**src/rtl/vga_sync_decoder.sv**
```systemverilog
`default_nettype none
// ============================================================================
// Module   : vga_sync_decoder
// Brief    : Recovers pixel coordinates from a sampled VGA stream. Tracks
//            hsync/vsync edges, measures line period and sync width, and
//            runs a SEARCH/ACQUIRE/LOCKED lock machine. Colour bits are
//            registered alongside x/y and blanked outside the active area.
// Revision : 1.0 - initial release
// ============================================================================
module vga_sync_decoder #(
  parameter int H_TOTAL      = 1056,
  parameter int H_ACTIVE     = 800,
  parameter int H_SYNC_START = 840,
  parameter int H_SYNC_W     = 128,
  parameter int V_TOTAL      = 628,
  parameter int V_ACTIVE     = 600,
  parameter int V_SYNC_START = 601
) (
  input  logic        clock,
  input  logic        reset_n,
  input  logic        pix_en,
  input  logic        hsync,
  input  logic        vsync,
  input  logic        red_i,
  input  logic        green_i,
  input  logic        blue_i,
  output logic [10:0] x,
  output logic [10:0] y,
  output logic        active,
  output logic        red_o,
  output logic        green_o,
  output logic        blue_o,
  output logic        locked,
  output logic        frame_start,
  output logic        sync_err,
  output logic [10:0] line_len
);

  // Timing constants in the 11-bit coordinate domain.
  localparam logic [10:0] c_h_total      = 11'(H_TOTAL);
  localparam logic [10:0] c_h_active     = 11'(H_ACTIVE);
  localparam logic [10:0] c_h_sync_start = 11'(H_SYNC_START);
  localparam logic [10:0] c_h_sync_w     = 11'(H_SYNC_W);
  localparam logic [10:0] c_v_total      = 11'(V_TOTAL);
  localparam logic [10:0] c_v_active     = 11'(V_ACTIVE);
  localparam logic [10:0] c_v_sync_start = 11'(V_SYNC_START);
  localparam logic [10:0] c_sat          = 11'h7FF;

  // Lock state encoding.
  localparam logic [1:0] SEARCH  = 2'd0;
  localparam logic [1:0] ACQUIRE = 2'd1;
  localparam logic [1:0] LOCKED  = 2'd2;

  // Previous sync samples; reset high so release never looks like a fall.
  logic        r_hs_q;
  logic        r_vs_q;

  logic [10:0] r_period;
  logic [10:0] r_width;
  logic [10:0] r_line_cnt;
  logic        r_seen_hfall;
  logic        r_err_flag;

  logic [1:0]  r_state;
  logic [1:0]  w_next_state;

  logic        w_hs_fall;
  logic        w_hs_rise;
  logic        w_vs_fall;
  logic        w_period_bad;
  logic        w_width_bad;
  logic        w_line_fail;
  logic        w_serr_set;
  logic        w_flag_clr;
  logic        w_flag_set;

  logic [10:0] w_x_next;
  logic [10:0] w_y_next;
  logic        w_x_wrap;
  logic        w_active_next;

  // Edge strobes: the incoming sample compared with the held previous sample.
  assign w_hs_fall = pix_en & r_hs_q & ~hsync;
  assign w_hs_rise = pix_en & ~r_hs_q & hsync;
  assign w_vs_fall = pix_en & r_vs_q & ~vsync;

  // Line checks stay quiet until a first hsync fall gives a reference point.
  assign w_period_bad = w_hs_fall & r_seen_hfall & (r_period != c_h_total);
  assign w_width_bad  = w_hs_rise & r_seen_hfall & (r_width != c_h_sync_w);
  assign w_line_fail  = w_period_bad | w_width_bad;

  // Sync sample stage, advanced only on pixel strobes.
  always_ff @(posedge clock or negedge reset_n) begin
    if (!reset_n) begin
      r_hs_q <= 1'b1;
      r_vs_q <= 1'b1;
    end else if (pix_en) begin
      r_hs_q <= hsync;
      r_vs_q <= vsync;
    end
  end

  // Period and hsync-low width counters, both saturating.
  always_ff @(posedge clock or negedge reset_n) begin
    if (!reset_n) begin
      r_period     <= '0;
      r_width      <= '0;
      r_seen_hfall <= 1'b0;
    end else if (pix_en) begin
      if (w_hs_fall) begin
        r_period <= 11'd1;
      end else if (r_period != c_sat) begin
        r_period <= r_period + 11'd1;
      end
      if (!hsync) begin
        if (w_hs_fall) begin
          r_width <= 11'd1;
        end else if (r_width != c_sat) begin
          r_width <= r_width + 11'd1;
        end
      end
      if (w_hs_fall) begin
        r_seen_hfall <= 1'b1;
      end
    end
  end

  // Lines between vsync falls, plus the acquisition error flag.
  always_ff @(posedge clock or negedge reset_n) begin
    if (!reset_n) begin
      r_line_cnt <= '0;
      r_err_flag <= 1'b0;
    end else begin
      if (w_vs_fall) begin
        r_line_cnt <= w_hs_fall ? 11'd1 : 11'd0;
      end else if (w_hs_fall && (r_line_cnt != c_sat)) begin
        r_line_cnt <= r_line_cnt + 11'd1;
      end
      if (w_flag_clr) begin
        r_err_flag <= w_flag_set;
      end else if (w_flag_set) begin
        r_err_flag <= 1'b1;
      end
    end
  end

  // Lock FSM state register.
  always_ff @(posedge clock or negedge reset_n) begin
    if (!reset_n) begin
      r_state <= SEARCH;
    end else begin
      r_state <= w_next_state;
    end
  end

  // Lock FSM next-state logic.
  always_comb begin
    w_next_state = r_state;
    case (r_state)
      SEARCH: begin
        if (w_vs_fall) begin
          w_next_state = ACQUIRE;
        end
      end
      ACQUIRE: begin
        // A miss simply restarts acquisition in place.
        if (w_vs_fall && (r_line_cnt == c_v_total) && !r_err_flag && !w_line_fail) begin
          w_next_state = LOCKED;
        end
      end
      LOCKED: begin
        if (w_line_fail || (w_vs_fall && (r_line_cnt != c_v_total))) begin
          w_next_state = SEARCH;
        end
      end
      default: begin
        w_next_state = SEARCH;
      end
    endcase
  end

  // Lock FSM outputs and counter/flag controls.
  always_comb begin
    locked     = (r_state == LOCKED);
    w_serr_set = 1'b0;
    w_flag_clr = 1'b0;
    w_flag_set = 1'b0;
    case (r_state)
      SEARCH: begin
        w_flag_clr = w_vs_fall;
      end
      ACQUIRE: begin
        w_flag_clr = w_vs_fall;
        w_flag_set = w_line_fail;
      end
      LOCKED: begin
        w_serr_set = w_line_fail | (w_vs_fall & (r_line_cnt != c_v_total));
      end
      default: begin
        w_serr_set = 1'b0;
      end
    endcase
  end

  // Next coordinates: sync falls reload, otherwise free-run with wrap.
  always_comb begin
    w_x_wrap = 1'b0;
    if (w_hs_fall) begin
      w_x_next = c_h_sync_start;
    end else if (x == (c_h_total - 11'd1)) begin
      w_x_next = '0;
      w_x_wrap = 1'b1;
    end else begin
      w_x_next = x + 11'd1;
    end

    if (w_vs_fall) begin
      w_y_next = c_v_sync_start;
    end else if (w_x_wrap) begin
      w_y_next = (y == (c_v_total - 11'd1)) ? 11'd0 : (y + 11'd1);
    end else begin
      w_y_next = y;
    end

    w_active_next = locked & (w_x_next < c_h_active) & (w_y_next < c_v_active);
  end

  // Registered coordinate/colour outputs and one-clock status pulses.
  always_ff @(posedge clock or negedge reset_n) begin
    if (!reset_n) begin
      x           <= '0;
      y           <= '0;
      active      <= 1'b0;
      red_o       <= 1'b0;
      green_o     <= 1'b0;
      blue_o      <= 1'b0;
      line_len    <= '0;
      frame_start <= 1'b0;
      sync_err    <= 1'b0;
    end else begin
      frame_start <= pix_en & locked & (w_x_next == 11'd0) & (w_y_next == 11'd0);
      sync_err    <= w_serr_set;
      if (pix_en) begin
        x       <= w_x_next;
        y       <= w_y_next;
        active  <= w_active_next;
        red_o   <= red_i & w_active_next;
        green_o <= green_i & w_active_next;
        blue_o  <= blue_i & w_active_next;
        if (w_hs_fall) begin
          line_len <= r_period;
        end
      end
    end
  end

endmodule
`default_nettype wire

```
**config.mk**
```make
export PLATFORM = sky130hd
export DESIGN_NAME = vga_sync_decoder
export DESIGN_NICKNAME = d
export VERILOG_FILES = /design/src/rtl/vga_sync_decoder.sv
export SDC_FILE = /design/constraint.sdc
export NUM_CORES = 1
export LEC_CHECK = 0
export ABC_AREA = 1
export BUFFER_PORTS_ARGS = -buffer_cell sky130_fd_sc_hd__buf_2
export CAP_MARGIN = 40
export CORE_MARGIN = 8
export CORE_UTILIZATION = 59
export DETAILED_ROUTE_END_ITERATION = 10
export PLACE_DENSITY = 0.91
export SLEW_MARGIN = 10
export SYNTH_ARGS = -nofsm -noshare
export SYNTH_HDL_FRONTEND = slang
export SYNTH_SLANG_ARGS = --single-unit
```
**constraint.sdc**
```tcl
create_clock -name clock -period 2.1 [get_ports clock]
set_clock_uncertainty 0.1 [all_clocks]
set_input_delay 0.42 -clock clock [delete_from_list [all_inputs] [get_ports clock]]
set_output_delay 0.42 -clock clock [all_outputs]
set_load 0.1 [all_outputs]
```
==> summary.md, run 1 <==
| Metric | Value |
|---|---|
| Synthesized instance count | 603 |
| Std cell rows | 32 |
| Core Box Area | 7607 um^2 |
| Clock power frac | 28.3% |
| HP Class | in2reg |
| Main combinational cell family by area after synthesis | simple AND/OR/NAND/NOR gates |
| Worst Tran Pin Value | 519.4 ps |
| Routed wl met2 | 6016 um |
| Initial antenna violation count | 0 |
| Max Used Layer | met4 |
| Critical Path RT | 2290 ps |
| Critical path arrival | 2260 ps |
| GR Overflow Total | 0 |
| ANT nets after route | 0 |
| Max FO, Critical Path | 12 |
| R2r endpoint | r_width[7]$_DFFE_PN0P_ |
| Cell family with most CP delay | simple AND/OR/NAND/NOR gates |
| PwrDens | 906.3 nW/um^2 |
| H-tree levels | 3 |
| Slowest stage delay, CP | 430 ps |
| IO Pins | 48 |
| WL met3 | 976 um |
| Crit path kind | reg2reg |
| CP Capture Point | r_width[7]$_DFFE_PN0P_ |
| Headroom to the max-slew limit | 65.05% |
| CP Depth | 11 |
| Die Width | 103.8 um |
| CP cell instances | ha_4 > nand3_4 > nor3_4 > nand3_2 > nor3_2 > nand3_2 > nand2_4 > inv_4 > nand3_1 > nand2_1 > a21oi_2 |
| Avg WL per Cell | 15.74 um |
| HPWL after DPL | 8338 um |
| Mux contribution to synthesized area | 0% |
| Clk_lat worst skew | 360 ps |
| Seq cells post-synth | 78 |
| Final setup vio count | 0 |
| Flop pwr share | 38.1% |
| Num CTS Buffers | 9 |
| Synth Area per Inst | 7.542 um^2 |
| Crit path launch | r_width[0]$_DFFE_PN0P_ |
| Async SR Flop Fraction | 100.0% |
| Via count | 4,560 |
| # Max-Cap Violations | 0 |
| Placed Area | 5027 um^2 |
| Synth-to-Final Area Change | 20.99% |
| Final period util | 98.48% |
| # diodes | 0 |
| CP Launch Type | register |
| Dominant synthesized flop cell | dfrtp_1 |
| Vias in the first global route | 4,286 |
| Layout cells sized above 1 | 24.85% |
| Post-detailed-route via-to-cell ratio | 5.861 |
| Crit-path most repeated cell | nand3_2 |
| Die ar. | 10,770 um^2 |
| Finished Cell Area | 5503 um^2 |
| Reg clk slew, reported paths | 80 ps |
| Ys Warns | 0 |
| Combinational share of power | 33.5% |
| Final Hold Viols | 0 |
| R2r startpoint | r_width[0]$_DFFE_PN0P_ |
| First-pass GRT wire length | 19,750 um |
| Routed WL | 12,250 um |
| Slew Limit Fails | 0 |
| Buf/Inv on CP | 1 |
| RSZ-0062 raised after global routing | yes |
| Post-route minimum period | 2068 ps |
| CTS Buffer Depth | 2 |
| Peak supply drop | 0.9474 mV |
| Wl on met1 | 4965 um |
| Leak pwr | 0.002603 uW |
| Drt pass-1 iters | 5 |
| Sw frac | 41.36% |
| GPL Wtd Cong | 0.9570 |
| Starting Density | 59.79% |
| Sequential share of the synthesized area | 42.97% |
| EDFF count, synth | 0 |
| Int Power | 2924 uW |
| Largest net degree at the start of global routing | 42 |
| Synth Net Count | 619 |
| Cell Area, Synth | 4548 um^2 |
| 1st-iter DRT viols | 352 |
| Sink Count | 78 |
| Final layout net count | 687 |
| FMAX | 483.5 MHz |
| Critical path's slowest cell | dfrtp_1 |
| Port bufs | 47 |
| Area fraction in compound gates after synthesis | 12.41% |
| CTS root buf | clkbuf_8 |
| Drt drc | 0 |
| Final Power | 4987 uW |
| XOR/XNOR Fraction of Synth Area | 1.348% |
| Fraction of the mapped netlist area in simple logic gates | 33.20% |
| Die Y-Extent | 103.8 um |
| Reg2reg setup slack | 30 ps |
| Worst r2r path cells | 11 |
| Adder-Cell Fraction of Synth Area | 2.201% |
| CTS tree | done |
| Layout Utilization | 72.34% |
| Total GRT Usage | 21.62% |
| Synth unique cells | 41 |
| Outcome | complete, no violations |
| Net Sw Power | 2062 uW |
| Worst setup EP type | register |
final cells by class:
class,instances,area (um^2)
Multi-Input combinational cell,434,2399
Sequential cell,78,1996
Inverter,76,291.5
Clock inverter,3,90.09
Clock buffer,13,158.9
Timing Repair Buffer,72,440.4
Fill cell,544,2105
Tap cell,102,127.6
how the worst min path moves through the flow:
stage	start	end	slack, ps	cells after the start
after detailed placement	reset_n	y[9]$_DFFE_PN0P_	220	1
after global routing	blue_i	blue_o$_DFFE_PN0P_	200	3
after CTS	red_i	red_o$_DFFE_PN0P_	180	3
after global placement	reset_n	y[9]$_DFFE_PN0P_	220	1
final	red_i	red_o$_DFFE_PN0P_	180	3
after floorplan	reset_n	active$_DFFE_PN0P_	20	0
cells in the mapped netlist (3+ instances only):
cell type  number  share of area, %
nand2_2         6              0.83
o31ai_1         3              0.50
nand2_1       149                12
nand4_1        15               2.1
o21ai_1         4              0.44
nor3_2          4              0.88
dfrtp_1        76                42
ha_1            8               2.2
xor2_1          7               1.3
buf_2           4              0.44
nor4_1          7              0.96
a21oi_2         3              0.58
a21oi_1        26               2.9
nor2_1         42               3.5
nor2_4          3              0.74
nor3_1         14               1.5
inv_1          70               5.8
nand3_1        53               5.8
nor2_2          4              0.55
nand2_4         4              0.99
inv_2           4              0.33
clkbuf_1        8              0.66
nand3_2         3              0.66
o21ai_0        61               6.7
registers in the layout, indices dropped and copies added (netlist names):
name	cells
line_len	11
r_line_cnt	11
r_period	11
r_width	11
x	11
y	11
r_state	2
active	1
blue_o	1
frame_start	1
green_o	1
r_err_flag	1
r_hs_q	1
r_seen_hfall	1
r_vs_q	1
red_o	1
sync_err	1
power groups by stage:
stage | clock (uW) | sequential [uW] | combinational, uW
finish | 1410 | 1900 | 1670
global route | 1490 | 1930 | 1800
CTS | 1410 | 1900 | 1570
detailed placement | 0 | 1920 | 1560
global placement | 0 | 1910 | 1530
floorplan | 0 | 2600 | 530
worst min-delay path: stages:
cell	delay, ps
buf_2	70
nand3_1	60
nand2_1	60
cells by family (layout without fill, tap and decap cells):
group | count (synthesis) | after routing
simple gates | 314 | 314
compound gates | 105 | 105
buf+inv | 91 | 164
flops | 78 | 78
fa+ha+maj | 8 | 8
xor+xnor | 7 | 7
per-stage QoR:
stage	cells	TNS (ps)	hold slack (ps)	setup WS [ps]
2_1_floorplan	603	0	24.41	7.448
3_3_place_gp	749	0	215.5	46.34
3_5_place_dp	749	0	215.5	15.42
4_1_cts	766	0	182.3	50.93
5_1_grt	778	-505.9	196.9	-81.66
6_report	778	0	182.9	31.93
metal layers:
metal	vias to the layer above	track usage (%)
li1	2128	-
met1	2172	26.69
met2	228	35.93
met3	32	4.399
met4	0	9.204
met5	-	0
layout by cell type (no fill, tap or decap), drive strengths merged, types with 2 or more instances in the layout:
master	n
nand2	159
dfrtp	76
inv	75
buf	71
o21ai	65
nand3	56
nor2	51
a21oi	29
nor3	18
nand4	15
clkbuf	13
ha	8
xor2	7
nor4	7
o31ai	3
bufinv	3
nand3b	3
or2	2
o211ai	2
nor3b	2
o21a	2
dfstp	2
what timing repair did:
item / in CTS / in global routing
pin swaps: 1 / 18
hold endpoints to repair: 17 / 0
resized for setup: 1 / 27
buffers inserted: 0 / 12
setup endpoints to repair: 1 / 27
hold buffers: 1 / 0
Note: power is estimated with default switching activity, not from simulation.
==> run 2, diff against run 1 <==
--- a/config.mk
+++ b/config.mk
@@ -8,10 +8,11 @@
 export ABC_AREA = 1
 export BUFFER_PORTS_ARGS = -buffer_cell sky130_fd_sc_hd__buf_2
 export CAP_MARGIN = 40
-export CORE_MARGIN = 8
-export CORE_UTILIZATION = 59
+export CORE_MARGIN = 2
+export CORE_UTILIZATION = 54
 export DETAILED_ROUTE_END_ITERATION = 10
-export PLACE_DENSITY = 0.91
+export PLACE_DENSITY = 0.88
+export SETUP_SLACK_MARGIN = 0.2
 export SLEW_MARGIN = 10
 export SYNTH_ARGS = -nofsm -noshare
 export SYNTH_HDL_FRONTEND = slang
==> constraint.sdc (replaced) <==
create_clock -name clock -period 1.75 [get_ports clock]
set_clock_uncertainty 0.1 [all_clocks]
set_input_delay 0.35 -clock clock [delete_from_list [all_inputs] [get_ports clock]]
set_output_delay 0.35 -clock clock [all_outputs]
set_load 0.1 [all_outputs]
==> summary.md, run 2 <==
| Metric | Value |
|---|---|
| Outcome | aborted with a tool error |
| Stop stage | 5_1_grt |
| Run Error | [ERROR GRT-0232] Routing congestion too high. Check the congestion heatmap in the GUI. |
| Sink Count | 78 |
| Die Y-Extent | 95.78 um |
| Num CTS Buffers | 9 |
| Port bufs | 47 |
| GPL Wtd Cong | 0.9563 |
| Count leader, synth | nand2_1 |
| Top cells by count, synth | 149 x nand2_1, 76 x dfrtp_1, 70 x inv_1, 61 x o21ai_0, 53 x nand3_1 |
| Largest net degree at the start of global routing | 51 |
| Std cell rows | 33 |
| CTS Buffer Depth | 2 |
| HPWL after DPL | 9498 um |
| Seq cells post-synth | 78 |
| Total GRT Usage | 60.87% |
| Placed Area | 5791 um^2 |
| Worst EP kind | register data pin |
| Ys Warns | 0 |
| Dominant synthesized flop cell | dfrtp_1 |
| IO Pins | 48 |
| Starting Density | 55.63% |
| Synth Net Count | 619 |
| Synth Area per Inst | 7.542 um^2 |
| Synthesized instance count | 603 |
| Top cells by area, synth | dfrtp_1 42%, nand2_1 12%, o21ai_0 6.7%, nand3_1 5.8%, inv_1 5.8% |
| EDFF count, synth | 0 |
| Synth unique cells | 41 |
| Cell Area, Synth | 4548 um^2 |
| H-tree levels | 3 |
| Worst setup endpoint GRT | red_o$_DFFE_PN0P_/D |
| CTS root buf | clkbuf_8 |
| Area leader, netlist | dfrtp_1 |
| Top-area cell type share of the netlist area | 41.82% |
| Async SR Flop Fraction | 100.0% |
| Sequential share of the synthesized area | 42.97% |
| GR Overflow Total | 1 |
| Die Width | 95.78 um |
## run 2: cell counts after synthesis
No cell type changed its count.
## run 2: repair_timing
action,4_1_cts
buffers inserted,35
hold buffers,1
endpoints found under the setup margin,99
resized for setup,231
pin swaps,42
gates cloned,1
hold endpoints to repair,76
## run 2: routing by layer
metal / overflow / GRT usage, %
met1: 0 / 64.90
met4: 1 / 57.62
met5: 0 / 2.976
met2: 0 / 82.58
met3: 0 / 35.32
## run 2: kinds of logic after synthesis
group / share of synthesized area, %
buf+inv: 7.868
fa+ha+maj: 2.201
compound gates: 12.41
simple gates: 33.20
flops: 42.97
xor+xnor: 1.348
## run 2: through the flow
step / std cells / setup WS (ps)
floorplan: 603 / -318.6
global placement: 836 / -163.3
detailed placement: 836 / -214.3
CTS: 889 / -186.7
==> run 3, diff against run 2 <==
--- a/config.mk
+++ b/config.mk
@@ -9,10 +9,9 @@
 export BUFFER_PORTS_ARGS = -buffer_cell sky130_fd_sc_hd__buf_2
 export CAP_MARGIN = 40
 export CORE_MARGIN = 2
-export CORE_UTILIZATION = 54
+export CORE_UTILIZATION = 40
 export DETAILED_ROUTE_END_ITERATION = 10
-export PLACE_DENSITY = 0.88
-export SETUP_SLACK_MARGIN = 0.2
+export PLACE_DENSITY_LB_ADDON = 0.15
 export SLEW_MARGIN = 10
 export SYNTH_ARGS = -nofsm -noshare
 export SYNTH_HDL_FRONTEND = slang
==> constraint.sdc (replaced) <==
create_clock -name clock -period 2.3 [get_ports clock]
set_clock_uncertainty 0.1 [all_clocks]
set_input_delay 0.46 -clock clock [delete_from_list [all_inputs] [get_ports clock]]
set_output_delay 0.46 -clock clock [all_outputs]
set_load 0.1 [all_outputs]
==> summary.md, run 3 (synthesized netlist as in run 1, its figures left out) <==
| Metric | Value |
|---|---|
| # Max-Cap Violations | 0 |
| Flop pwr share | 36.9% |
| Std cell rows | 38 |
| Avg WL per Cell | 14.06 um |
| Reg2reg setup slack | 170 ps |
| Largest net degree at the start of global routing | 38 |
| IO Pins | 48 |
| # diodes | 0 |
| Layout Utilization | 48.68% |
| 1st-iter DRT viols | 220 |
| Outcome | complete, no violations |
| Vias in the first global route | 4,027 |
| Die Y-Extent | 110.6 um |
| GR Overflow Total | 0 |
| Starting Density | 41.41% |
| Clock power frac | 32.6% |
| Max Used Layer | met4 |
| Worst Tran Pin Value | 500.3 ps |
| Sink Count | 78 |
| Hold Crit Depth | 3 |
| Fin Setup TNS | 0 ps |
| Core Box Area | 10,980 um^2 |
| HPWL after DPL | 8293 um |
| Sw frac | 40.11% |
| HP Class | in2reg |
| Finished Cell Area | 5346 um^2 |
| Worst r2r path cells | 12 |
| Die ar. | 12,240 um^2 |
| GPL Wtd Cong | 0.8840 |
| Final Hold Viols | 0 |
| Final setup vio count | 0 |
| Post-route minimum period | 2126 ps |
| Die Width | 110.6 um |
| Max FO, Critical Path | 10 |
| Peak supply drop | 0.5961 mV |
| Final period util | 92.45% |
| FMAX | 470.3 MHz |
| Wl on met1 | 5318 um |
| R2r startpoint | x[0]$_DFFE_PN0P_ |
| Int Power | 2777 uW |
| Initial antenna violation count | 0 |
| Critical Path RT | 2420 ps |
| Final Power | 4637 uW |
| Synth-to-Final Area Change | 17.55% |
| Commonest non-fill, non-tap cell in the layout | nand2_1 |
| Hold Slack | 269.4 ps |
| H-tree levels | 3 |
| Drt pass-1 iters | 4 |
| Reg clk slew, reported paths | 60 ps |
| Crit path kind | reg2reg |
| Layout cells sized above 1 | 19.46% |
| Placed Area | 4997 um^2 |
| Crit path launch | x[0]$_DFFE_PN0P_ |
| Num CTS Buffers | 9 |
| Combinational share of power | 30.5% |
| Net Sw Power | 1860 uW |
| Most frequent cells in the layout | 149 x nand2_1, 70 x inv_1, 64 x dfrtp_1, 61 x o21ai_0, 52 x nand3_1 |
| Routed wl met2 | 5339 um |
| CTS root buf | clkbuf_16 |
| Via count | 4,173 |
| Drt drc | 0 |
| Headroom to the max-slew limit | 66.87% |
| Post-detailed-route via-to-cell ratio | 5.197 |
| First-pass GRT wire length | 19,290 um |
| Slew Limit Fails | 0 |
| CTS tree | done |
| Total GRT Usage | 19.08% |
| Final layout net count | 674 |
| Min-delay src | red_i |
| Critical path arrival | 2250 ps |
| RSZ-0062 raised after global routing | no |
| Clk_lat worst skew | 340 ps |
| CP Launch Type | register |
| Routed WL | 11,290 um |
| Worst setup EP type | register |
| Port bufs | 47 |
| ANT nets after route | 0 |
| Leak pwr | 0.002548 uW |
| CTS Buffer Depth | 2 |
| PwrDens | 867.2 nW/um^2 |
| WL met3 | 407 um |
==> run 3: repair_timing <==
action | 4_1_cts | 5_1_grt
buffers inserted | 0 | 1
hold endpoints to repair | 31 | 0
hold buffers | 1 | 0
gates resized for setup | 0 | 2
endpoints found under the setup margin | 0 | 5
==> run 3: final timing paths <==
check                                     endpoint
min in group asynchronous         y[9]$_DFFE_PN0P_
max in group asynchronous         x[2]$_DFFE_PN0P_
hold / removal                   red_o$_DFFE_PN0P_
setup reg to reg               green_o$_DFFE_PN0P_
setup / recovery               green_o$_DFFE_PN0P_
hold reg to reg            line_len[4]$_DFFE_PN0P_
==> run 3: power by group through the flow <==
stage               clock network, uW  registers (uW)  logic, uW
floorplan                           0            2350        477
global placement                    0            1730       1400
detailed placement                  0            1730       1410
CTS                              1550            1710       1420
global route                     1600            1730       1540
finish                           1510            1710       1420
==> run 3: critical path: stages (launching register included) <==
cell      delay [ps]
dfrtp_2          420
ha_1             190
nand2_2           80
nor2_4           140
nand2_4           90
nor2_8           140
nand2_4          110
clkinv_2          90
o21ai_1          100
o21ai_1          290
nand2_2          120
nand3_1           90
nand2_1           60
==> run 3: cell type report <==
| cell class | count | area, um^2 |
|---|---|---|
| clock buffer | 13 | 280.3 |
| clock inverter | 3 | 40.04 |
| fill | 1080 | 5637 |
| inverter | 76 | 289.0 |
| multi-input combinational | 434 | 2250 |
| sequential | 78 | 1969 |
| tap | 140 | 175.2 |
| timing repair buffer | 59 | 342.8 |
==> run 3: stage by stage <==
step                worst slack, ps  instances
floorplan                     1.737        603
global placement              177.6        785
detailed placement            174.8        785
CTS                           155.7        802
global route                 0.6322        803
finish                        173.6        803
==> run 3: per-layer routing <==
layer,up-vias,GRT usage [%]
li1,2107,-
met3,20,3.238
met1,1953,25.21
met4,0,7.583
met5,-,0
met2,93,31.25
